File: src/rtl/alu_sequencer_if.sv
// Bus bundle between the core, the alu_sequencer and the alu.
// The sequencer uses the slave modport; the core/alu environment uses master.
interface alu_sequencer_if;
  logic        cmd_valid;
  logic        cmd_ready;
  logic [7:0]  cmd_a;
  logic [7:0]  cmd_b;
  logic [5:0]  cmd_op;
  logic [7:0]  alu_a;
  logic [7:0]  alu_b;
  logic [5:0]  alu_op;
  logic        alu_start;
  logic        alu_done;
  logic [15:0] alu_result;
  logic        rsp_valid;
  logic        rsp_ready;
  logic [15:0] rsp_result;
  logic [1:0]  rsp_err;

  modport slave (
    input  cmd_valid, cmd_a, cmd_b, cmd_op, alu_done, alu_result, rsp_ready,
    output cmd_ready, alu_a, alu_b, alu_op, alu_start, rsp_valid, rsp_result, rsp_err
  );

  modport master (
    output cmd_valid, cmd_a, cmd_b, cmd_op, alu_done, alu_result, rsp_ready,
    input  cmd_ready, alu_a, alu_b, alu_op, alu_start, rsp_valid, rsp_result, rsp_err
  );
endinterface

File: src/rtl/alu_sequencer.sv
// Requester-side alu controller: accepts a command, runs a four-phase start/done
// handshake with the alu, traps div-by-zero and illegal opcodes, and times out a hung alu.
module alu_sequencer #(
  parameter int TIMEOUT_CYC = 64,
  parameter int CNT_W       = 7
) (
  input  logic          clk,
  input  logic          reset,
  alu_sequencer_if.slave bus
);

  typedef enum logic [1:0] {IDLE, ISSUE, WAIT_IDLE, RESP} state_t;

  localparam logic [5:0] OP_ADD = 6'b000000;
  localparam logic [5:0] OP_SUB = 6'b000001;
  localparam logic [5:0] OP_MUL = 6'b000010;
  localparam logic [5:0] OP_DIV = 6'b000011;
  localparam logic [5:0] OP_AND = 6'b001000;

  localparam logic [1:0] ERR_OK  = 2'b00;
  localparam logic [1:0] ERR_DIV = 2'b01;
  localparam logic [1:0] ERR_TMO = 2'b10;
  localparam logic [1:0] ERR_ILL = 2'b11;

  localparam logic [CNT_W-1:0] TMO_CNT = CNT_W'(TIMEOUT_CYC);

  state_t           state;
  logic [CNT_W-1:0] cnt;
  logic [CNT_W-1:0] cnt_nxt;

  logic        cmd_ready_q;
  logic [7:0]  alu_a_q;
  logic [7:0]  alu_b_q;
  logic [5:0]  alu_op_q;
  logic        alu_start_q;
  logic        rsp_valid_q;
  logic [15:0] rsp_result_q;
  logic [1:0]  rsp_err_q;

  function automatic logic op_legal(input logic [5:0] op);
    case (op)
      OP_ADD, OP_SUB, OP_MUL, OP_DIV, OP_AND: op_legal = 1'b1;
      default:                                op_legal = 1'b0;
    endcase
  endfunction

  assign cnt_nxt = cnt + CNT_W'(1);

  always_ff @(posedge clk or negedge reset) begin
    if (!reset) begin
      state        <= IDLE;
      cnt          <= '0;
      cmd_ready_q  <= 1'b0;
      alu_a_q      <= '0;
      alu_b_q      <= '0;
      alu_op_q     <= '0;
      alu_start_q  <= 1'b0;
      rsp_valid_q  <= 1'b0;
      rsp_result_q <= '0;
      rsp_err_q    <= ERR_OK;
    end else begin
      case (state)
        IDLE: begin
          if (cmd_ready_q && bus.cmd_valid) begin
            cmd_ready_q <= 1'b0;
            alu_a_q     <= bus.cmd_a;
            alu_b_q     <= bus.cmd_b;
            alu_op_q    <= bus.cmd_op;
            cnt         <= '0;
            if (!op_legal(bus.cmd_op)) begin
              rsp_result_q <= '0;
              rsp_err_q    <= ERR_ILL;
              rsp_valid_q  <= 1'b1;
              state        <= RESP;
            end else if (bus.cmd_op == OP_DIV && bus.cmd_b == 8'd0) begin
              rsp_result_q <= 16'hFFFF;
              rsp_err_q    <= ERR_DIV;
              rsp_valid_q  <= 1'b1;
              state        <= RESP;
            end else begin
              alu_start_q <= 1'b1;
              state       <= ISSUE;
            end
          end else begin
            cmd_ready_q <= 1'b1;
          end
        end

        // Hold the request until done rises; done has priority over a same-cycle timeout.
        ISSUE: begin
          if (bus.alu_done) begin
            rsp_result_q <= bus.alu_result;
            rsp_err_q    <= ERR_OK;
            alu_start_q  <= 1'b0;
            cnt          <= '0;
            state        <= WAIT_IDLE;
          end else if (cnt_nxt == TMO_CNT) begin
            rsp_result_q <= '0;
            rsp_err_q    <= ERR_TMO;
            alu_start_q  <= 1'b0;
            cnt          <= '0;
            state        <= WAIT_IDLE;
          end else begin
            cnt <= cnt_nxt;
          end
        end

        WAIT_IDLE: begin
          if (!bus.alu_done) begin
            rsp_valid_q <= 1'b1;
            state       <= RESP;
          end else if (cnt_nxt == TMO_CNT) begin
            rsp_err_q   <= ERR_TMO;
            rsp_valid_q <= 1'b1;
            state       <= RESP;
          end else begin
            cnt <= cnt_nxt;
          end
        end

        RESP: begin
          if (bus.rsp_ready) begin
            rsp_valid_q <= 1'b0;
            state       <= IDLE;
          end
        end

        default: state <= IDLE;
      endcase
    end
  end

  assign bus.cmd_ready  = cmd_ready_q;
  assign bus.alu_a      = alu_a_q;
  assign bus.alu_b      = alu_b_q;
  assign bus.alu_op     = alu_op_q;
  assign bus.alu_start  = alu_start_q;
  assign bus.rsp_valid  = rsp_valid_q;
  assign bus.rsp_result = rsp_result_q;
  assign bus.rsp_err    = rsp_err_q;

endmodule

File: src/flat_wrapper.sv
// flat-port wrapper written by rule: the top's interface ports become plain ports
module alu_sequencer_flat 
#(
  parameter int TIMEOUT_CYC = 64,
  parameter int CNT_W       = 7
)
  (clk, reset, bus_cmd_valid, bus_cmd_a, bus_cmd_b, bus_cmd_op, bus_alu_done, bus_alu_result, bus_rsp_ready, bus_cmd_ready, bus_alu_a, bus_alu_b, bus_alu_op, bus_alu_start, bus_rsp_valid, bus_rsp_result, bus_rsp_err);
  alu_sequencer_if bus_i ();
  input  logic clk;
  input  logic reset;
  input wire logic [$bits(bus_i.cmd_valid)-1:0] bus_cmd_valid;
  input wire logic [$bits(bus_i.cmd_a)-1:0] bus_cmd_a;
  input wire logic [$bits(bus_i.cmd_b)-1:0] bus_cmd_b;
  input wire logic [$bits(bus_i.cmd_op)-1:0] bus_cmd_op;
  input wire logic [$bits(bus_i.alu_done)-1:0] bus_alu_done;
  input wire logic [$bits(bus_i.alu_result)-1:0] bus_alu_result;
  input wire logic [$bits(bus_i.rsp_ready)-1:0] bus_rsp_ready;
  output wire logic [$bits(bus_i.cmd_ready)-1:0] bus_cmd_ready;
  output wire logic [$bits(bus_i.alu_a)-1:0] bus_alu_a;
  output wire logic [$bits(bus_i.alu_b)-1:0] bus_alu_b;
  output wire logic [$bits(bus_i.alu_op)-1:0] bus_alu_op;
  output wire logic [$bits(bus_i.alu_start)-1:0] bus_alu_start;
  output wire logic [$bits(bus_i.rsp_valid)-1:0] bus_rsp_valid;
  output wire logic [$bits(bus_i.rsp_result)-1:0] bus_rsp_result;
  output wire logic [$bits(bus_i.rsp_err)-1:0] bus_rsp_err;
  assign bus_i.cmd_valid = bus_cmd_valid;
  assign bus_i.cmd_a = bus_cmd_a;
  assign bus_i.cmd_b = bus_cmd_b;
  assign bus_i.cmd_op = bus_cmd_op;
  assign bus_i.alu_done = bus_alu_done;
  assign bus_i.alu_result = bus_alu_result;
  assign bus_i.rsp_ready = bus_rsp_ready;
  assign bus_cmd_ready = bus_i.cmd_ready;
  assign bus_alu_a = bus_i.alu_a;
  assign bus_alu_b = bus_i.alu_b;
  assign bus_alu_op = bus_i.alu_op;
  assign bus_alu_start = bus_i.alu_start;
  assign bus_rsp_valid = bus_i.rsp_valid;
  assign bus_rsp_result = bus_i.rsp_result;
  assign bus_rsp_err = bus_i.rsp_err;
  alu_sequencer #(.TIMEOUT_CYC(TIMEOUT_CYC), .CNT_W(CNT_W)) u_core (.clk(clk), .reset(reset), .bus(bus_i));
endmodule
File: config.mk
export PLATFORM = sky130hd
export DESIGN_NAME = alu_sequencer_flat
export DESIGN_NICKNAME = d
export VERILOG_FILES = /design/src/rtl/alu_sequencer_if.sv /design/src/rtl/alu_sequencer.sv /design/src/flat_wrapper.sv
export SDC_FILE = /design/constraint.sdc
export NUM_CORES = 1
export LEC_CHECK = 0
export ABC_CLOCK_PERIOD_IN_PS = 2000
export BUFFER_PORTS_ARGS = -buffer_cell sky130_fd_sc_hd__buf_2
export CORE_ASPECT_RATIO = 0.9
export CORE_MARGIN = 2
export CORE_UTILIZATION = 47
export CTS_BUF_LIST = sky130_fd_sc_hd__clkbuf_4
export CTS_CLUSTER_SIZE = 10
export DETAILED_ROUTE_END_ITERATION = 12
export PLACE_DENSITY = 0.78
export SYNTH_ARGS = -nofsm -noshare
export SYNTH_HDL_FRONTEND = slang
export SYNTH_SLANG_ARGS = --single-unit
File: constraint.sdc
create_clock -name clk -period 2 [get_ports clk]
set_input_delay 0.4 -clock clk [delete_from_list [all_inputs] [get_ports clk]]
set_output_delay 0.4 -clock clk [all_outputs]
set_load 0.05 [all_outputs]
# Yosys cells after proc, flatten, opt, wreduce, memory -nomap -nowiden
# Index checks and enable logic that the tools add are counted.
[totals]
ff_bits = 52
inputBits = 43
out_inout_bits = 43
elab_cells = 89
[classes]
n_addsub = 1
n_eq_ne = 17
n_mux = 45
n_reduce_logical = 16
[op_table]
columns = ["op", "count"]
rows = [
  ["$mux W16", 5],
  ["$mux W7", 5],
  ["$pmux W16 S2", 1],
  ["$mux W2", 14],
  ["$pmux W7 S3", 1],
  ["$reduce_and A4 Y1", 4],
  ["$mux W1", 15],
  ["$eq A6 B2 Y1 const B", 2],
  ["$reduce_and A5 Y1", 2],
  ["$logic_not A8 Y1", 1],
  ["$ne A2 B2 Y1 const B", 4],
  ["$pmux W2 S4", 1],
  ["$add A7 B1 Y7 const B", 1],
  ["$eq A7 B7 Y1 const B", 1],
  ["$eq A6 B1 Y1 const B", 1],
  ["$eq A6 B4 Y1 const B", 1],
  ["$logic_not A6 Y1", 1],
  ["$ne A3 B2 Y1 const B", 2],
  ["$pmux W2 S3", 1],
  ["$reduce_bool A3 Y1", 2],
  ["$reduce_or A5 Y1", 1],
  ["$eq A2 B2 Y1 const B", 2],
  ["$ne A2 B1 Y1 const B", 2],
  ["$ne A3 B3 Y1 const B", 1],
  ["7 further kinds", 8],
]

# Logic depth before layout (Yosys ltp)
[depth]
depth_word = 8
mapped_depth = 9
ltp_nobuf = 7

# Worst setup path before layout
# OpenSTA, ideal clock, no wires.
[synth_path]
path_type = "reg-to-reg"
startpoint = "reg u_core.state[0]"
endpoint = "reg u_core.cnt[2]"
setup_time_ns = 0.083
arrival_time_ns = 1.978
required_ns = 1.917
slack_ns = -0.060
stages_incl_launch_ff = 9
n_path_buf = 2
period_less_slack_ns = 2.060
cell_sequence = "dfrtp_1 > inv_1 > ha_1 > clkbuf_1 > a21boi_0 > or3_1 > clkbuf_1 > or4b_1 > o21ai_0"
[synth_via]
elab_chain_cells = 3
elab_cells_between_ends = 9
classes_between = "eq/ne (5); mux (1); reduce/logical (3)"
[synth_rtl]
columns = ["item", "line_no", "rtl"]
rows = [
  ["from (decl)", "alu_sequencer.sv:27", "state_t state;"],
  ["from (signal assigned)", "alu_sequencer.sv:51", "state <= IDLE;"],
  ["from (signal assigned)", "alu_sequencer.sv:74", "state <= RESP;"],
  ["from (signal assigned)", "alu_sequencer.sv:79", "state <= RESP;"],
  ["$eq A2 B2 Y1, or another cell as far along", "alu_sequencer.sv:62", "case (state)"],
  ["$ne A2 B2 Y1 (no source line), or another cell as far along", "--", ""],
  ["$reduce_and A4 Y1 (no source line)", "--", ""],
  ["to (signal assigned)", "alu_sequencer.sv:104", "cnt <= cnt_nxt;"],
  ["to (signal assigned)", "alu_sequencer.sv:117", "cnt <= cnt_nxt;"],
  ["to (decl)", "alu_sequencer.sv:28", "logic [CNT_W-1:0] cnt;"],
]
# Several ways; a longest one is shown, not always the timed one.
# A chain may end at the register's enable or synchronous reset.

# Worst setup path in the final report
[layout_path]
startpoint = "reg u_core.cnt[4]"
endpoint = "reg u_core.rsp_result_q[12], in the netlist u_core.bus.rsp_result[12]"
[layout_via]
elab_chain_cells = 4
[layout_rtl]
columns = ["item", "line_no", "rtl"]
rows = [
  ["$add A7 B1 Y7", "alu_sequencer.sv:47", "assign cnt_nxt = cnt + CNT_W'(1);"],
  ["$eq A7 B7 Y1", "alu_sequencer.sv:97", "end else if (cnt_nxt == TMO_CNT) begin"],
  ["$ne A3 B2 Y1 (no source line)", "--", ""],
  ["$reduce_and A4 Y1 (no source line)", "--", ""],
  ["to (signal assigned)", "alu_sequencer.sv:92", "rsp_result_q <= bus.alu_result;"],
  ["to (decl)", "alu_sequencer.sv:37", "logic [15:0] rsp_result_q;"],
]
# Every way passes these cells.

==> flow_summary.toml <==
[yosys]
synthesis.area_um2 = 2560
synth_cell_types = 44
ys_async_sr_fraction_pct = 100
synth_nets = 278
yosysTopAreaCell = "dfrtp_1"
synth_warnings = 0
synth.area.top_cells = "dfrtp_1 (51%), mux2_2 (9.7%), mux2i_1 (7.4%), a21oi_1 (4.7%), inv_1 (3.5%)"
ys.flop_type = "dfrtp_1"
synth_top_area_share_pct = 50.9
seq_area_frac_synth_pct = 50.9
ys_ff_latch = 52
syn_area_per_cell_um2 = 11.2
synthCells = 229
synthTopCellsByCount = "dfrtp_1 (52), a21oi_1 (24), inv_1 (24)"
synth_most_common_cell = "dfrtp_1"
synth-edff-count = 0

[floorplanning]
dieArea_um2 = 6050
start_util_pct = 48.6
rows = 25
core_area_um2 = 5260
pin_count = 86
die_w_um = 81.7
die_h_um = 74.0

[cells_and_area]
stdcell_area_um2 = 3300
drive_above_1_share_pct = 44.3
nFillCells = 450
stdcell_count = 403
utilization_pct = 62.8
antennaDiodeCount = 0
area_delta_synth_final_pct = 29.1
final_nets = 384

[setup_path]
crit_type = "reg -> reg"
r2r-end = "u_core.bus.rsp_result[12]"
crit_path_top_delay_cell = "dfrtp_1"
cp.arrival_ns = 2.25
crit_path_cell_trace = "and2_1 > a211o_1 > a211oi_4 > o311a_4 > clkbuf_16 > mux2i_1"
startpoint = "u_core.cnt[4]"
crit_path_max_fanout = 8
r2r_cells = 6
slowest_delay_ns = 0.42
worstSetupEndpointType = "flop"
reg2reg_from = "u_core.cnt[4]"
worst_ep_required_time_ns = 2.29
reg2reg_slack_ns = 0.04
crit_path_end = "u_core.bus.rsp_result[12]"
startpoint_type = "flop"

[detailed_routing]
met2WireLength_um = 2990
post_drt_via_cell_ratio = 5.20
final_antenna_net_count = 0
wl_per_cell_um = 14.4
m1WireLength_um = 2560
drtIter0Drc = 120
drc = 0
wl_um = 5800
wl_met3_um = 239
drtPass1Iterations = 4
top_layer = "met4"
vias = 2096

[clocking]
clk_latency_ns = 0.36
clkSinkCount = 52
cts_tree = "yes"
cts.clk_slew.worst_paths_ns = 0.15
cts_buffers = 5
clock-root-buffer = "clkbuf_4"
cts.path.max_buffers = 2
htreeDepth = 2

[sta]
finalMaxSlewViolations = 0
holdWs_ns = 0.258
layout_min_cycle_time_ns = 1.96
finClkSkew_ns = 0.00913
worstMarginPinSlew_ns = 0.488
rsz0062_at_grt = "yes"
finalCritPeriodShare_pct = 98.1
finalSetupTns_ns = 0
slew_headroom_pct = 67.4
setup_viol = 0
fmax_mhz = 510
hold_viol_final = 0

[global_route]
grtUsageTotal_pct = 19.0
grt_max_degree = 24
overflow = 0
grt_pass1_wl_um = 8960
antenna_found_initial = 0
grt_pass1_vias = 1936

[run]
maxCapViolations = 0

[placement]
placed_area_um2 = 3170
dp_hpwl_um = 4360
dp.cells = 391
numPortBuffers = 85
place_congestion = 0.889

[pwr]
vdd_ir_drop_max_v = 0.000929
p_per_area_nw_per_um2 = 1730
leakage_nw = 1.61

[hold_path]
hold_path_class = "in -> reg"

[run_status]
status = "completed"
## layer usage
metal  track usage, %  vias up
li1                 -     1030
met1             26.3     1011
met2             31.8       53
met3             3.76        2
met4             3.33        0
met5                0        -
## power by group
group	switching (mW)	leakage [nW]	total [mW]	internal (mW)
Combinational	2.34	0.918	3.55	1.21
Sequential	0.226	0.656	1.69	1.46
Clock	0.329	0.0330	0.465	0.137
Total	2.89	1.61	5.71	2.81
## stage by stage
stage               setup slack [ns]  total power, mW
floorplan                    -0.0396             4.30
global placement               0.105             5.06
detailed placement           0.00523             5.14
CTS                           0.0314             5.61
global route                 -0.0340             6.05
finish                        0.0383             5.71
## kinds of logic (layout without fill, tap and decap cells)
group           after synthesis  count (layout)  share of synthesized area, %
fa+ha+maj                     6               6                          2.94
compound gates               55              55                          13.7
simple gates                 39              39                          8.91
buf+inv                      35             142                          6.07
flops                        52              52                          50.9
mux                          41              41                          17.1
xor+xnor                      1               1                         0.343
## how the worst min path moves through the flow
stage	from	end	slack [ns]	cells after the start
after global placement	reset	u_core.bus.rsp_result[11]	0.39	1
after detailed placement	reset	u_core.bus.rsp_result[11]	0.39	1
after CTS	bus_cmd_a[6]	u_core.bus.alu_a[6]	0.24	2
after global routing	bus_cmd_a[5]	u_core.bus.alu_a[5]	0.23	2
after floorplan	reset	u_core.bus.alu_a[0]	0.10	0
final	bus_cmd_a[6]	u_core.bus.alu_a[6]	0.26	2
## cell type report
class                      instances  area [µm²]  area share (%)
inverter                          24        90.1            2.73
tap                               67        83.8            2.54
clock inverter                     3        17.5           0.531
multi-input combinational        142        1120            34.1
clock buffer                       5        37.5            1.14
sequential                        52        1300            39.4
timing repair buffer             110         646            19.6
## flip-flops by register name (all words and copies together) (netlist names)
name and flops:
u_core.bus.rsp_result 16, u_core.bus.alu_a 8, u_core.bus.alu_b 8, u_core.cnt 7, u_core.bus.alu_op 6, u_core.bus.rsp_err 2, u_core.state 2, u_core.bus.alu_start 1
u_core.bus.cmd_ready 1, u_core.bus.rsp_valid 1
## critical path: cells and delay by family, from the launching register on
| family | cells | cell delay [ns] |
|---|---|---|
| AO/OA/AOI/OAI | 3 | 0.93 |
| flip-flops | 1 | 0.42 |
| buffers and inverters | 1 | 0.17 |
| multiplexers | 1 | 0.19 |
| AND/OR/NAND/NOR | 1 | 0.20 |
## cell usage in the layout, fill, tap and decap left out, types with 3 or more instances in the layout
cell type	n
mux2_2	22
dfrtp_1	52
ha_1	4
a21oi_1	24
o21ai_0	10
nor2_1	4
buf_4	22
inv_1	23
nor3_1	8
nor2b_1	4
o2bb2ai_1	3
nand3_1	4
buf_2	85
clkbuf_4	5
mux2i_1	19
nand2_1	4
## what timing repair did
item	CTS	global route
resized for setup	0	7
hold buffers	1	0
setup buffers	0	2
setup endpoints to repair	0	26
hold endpoints to repair	20	0
Note: power is estimated with default switching activity, not from simulation.
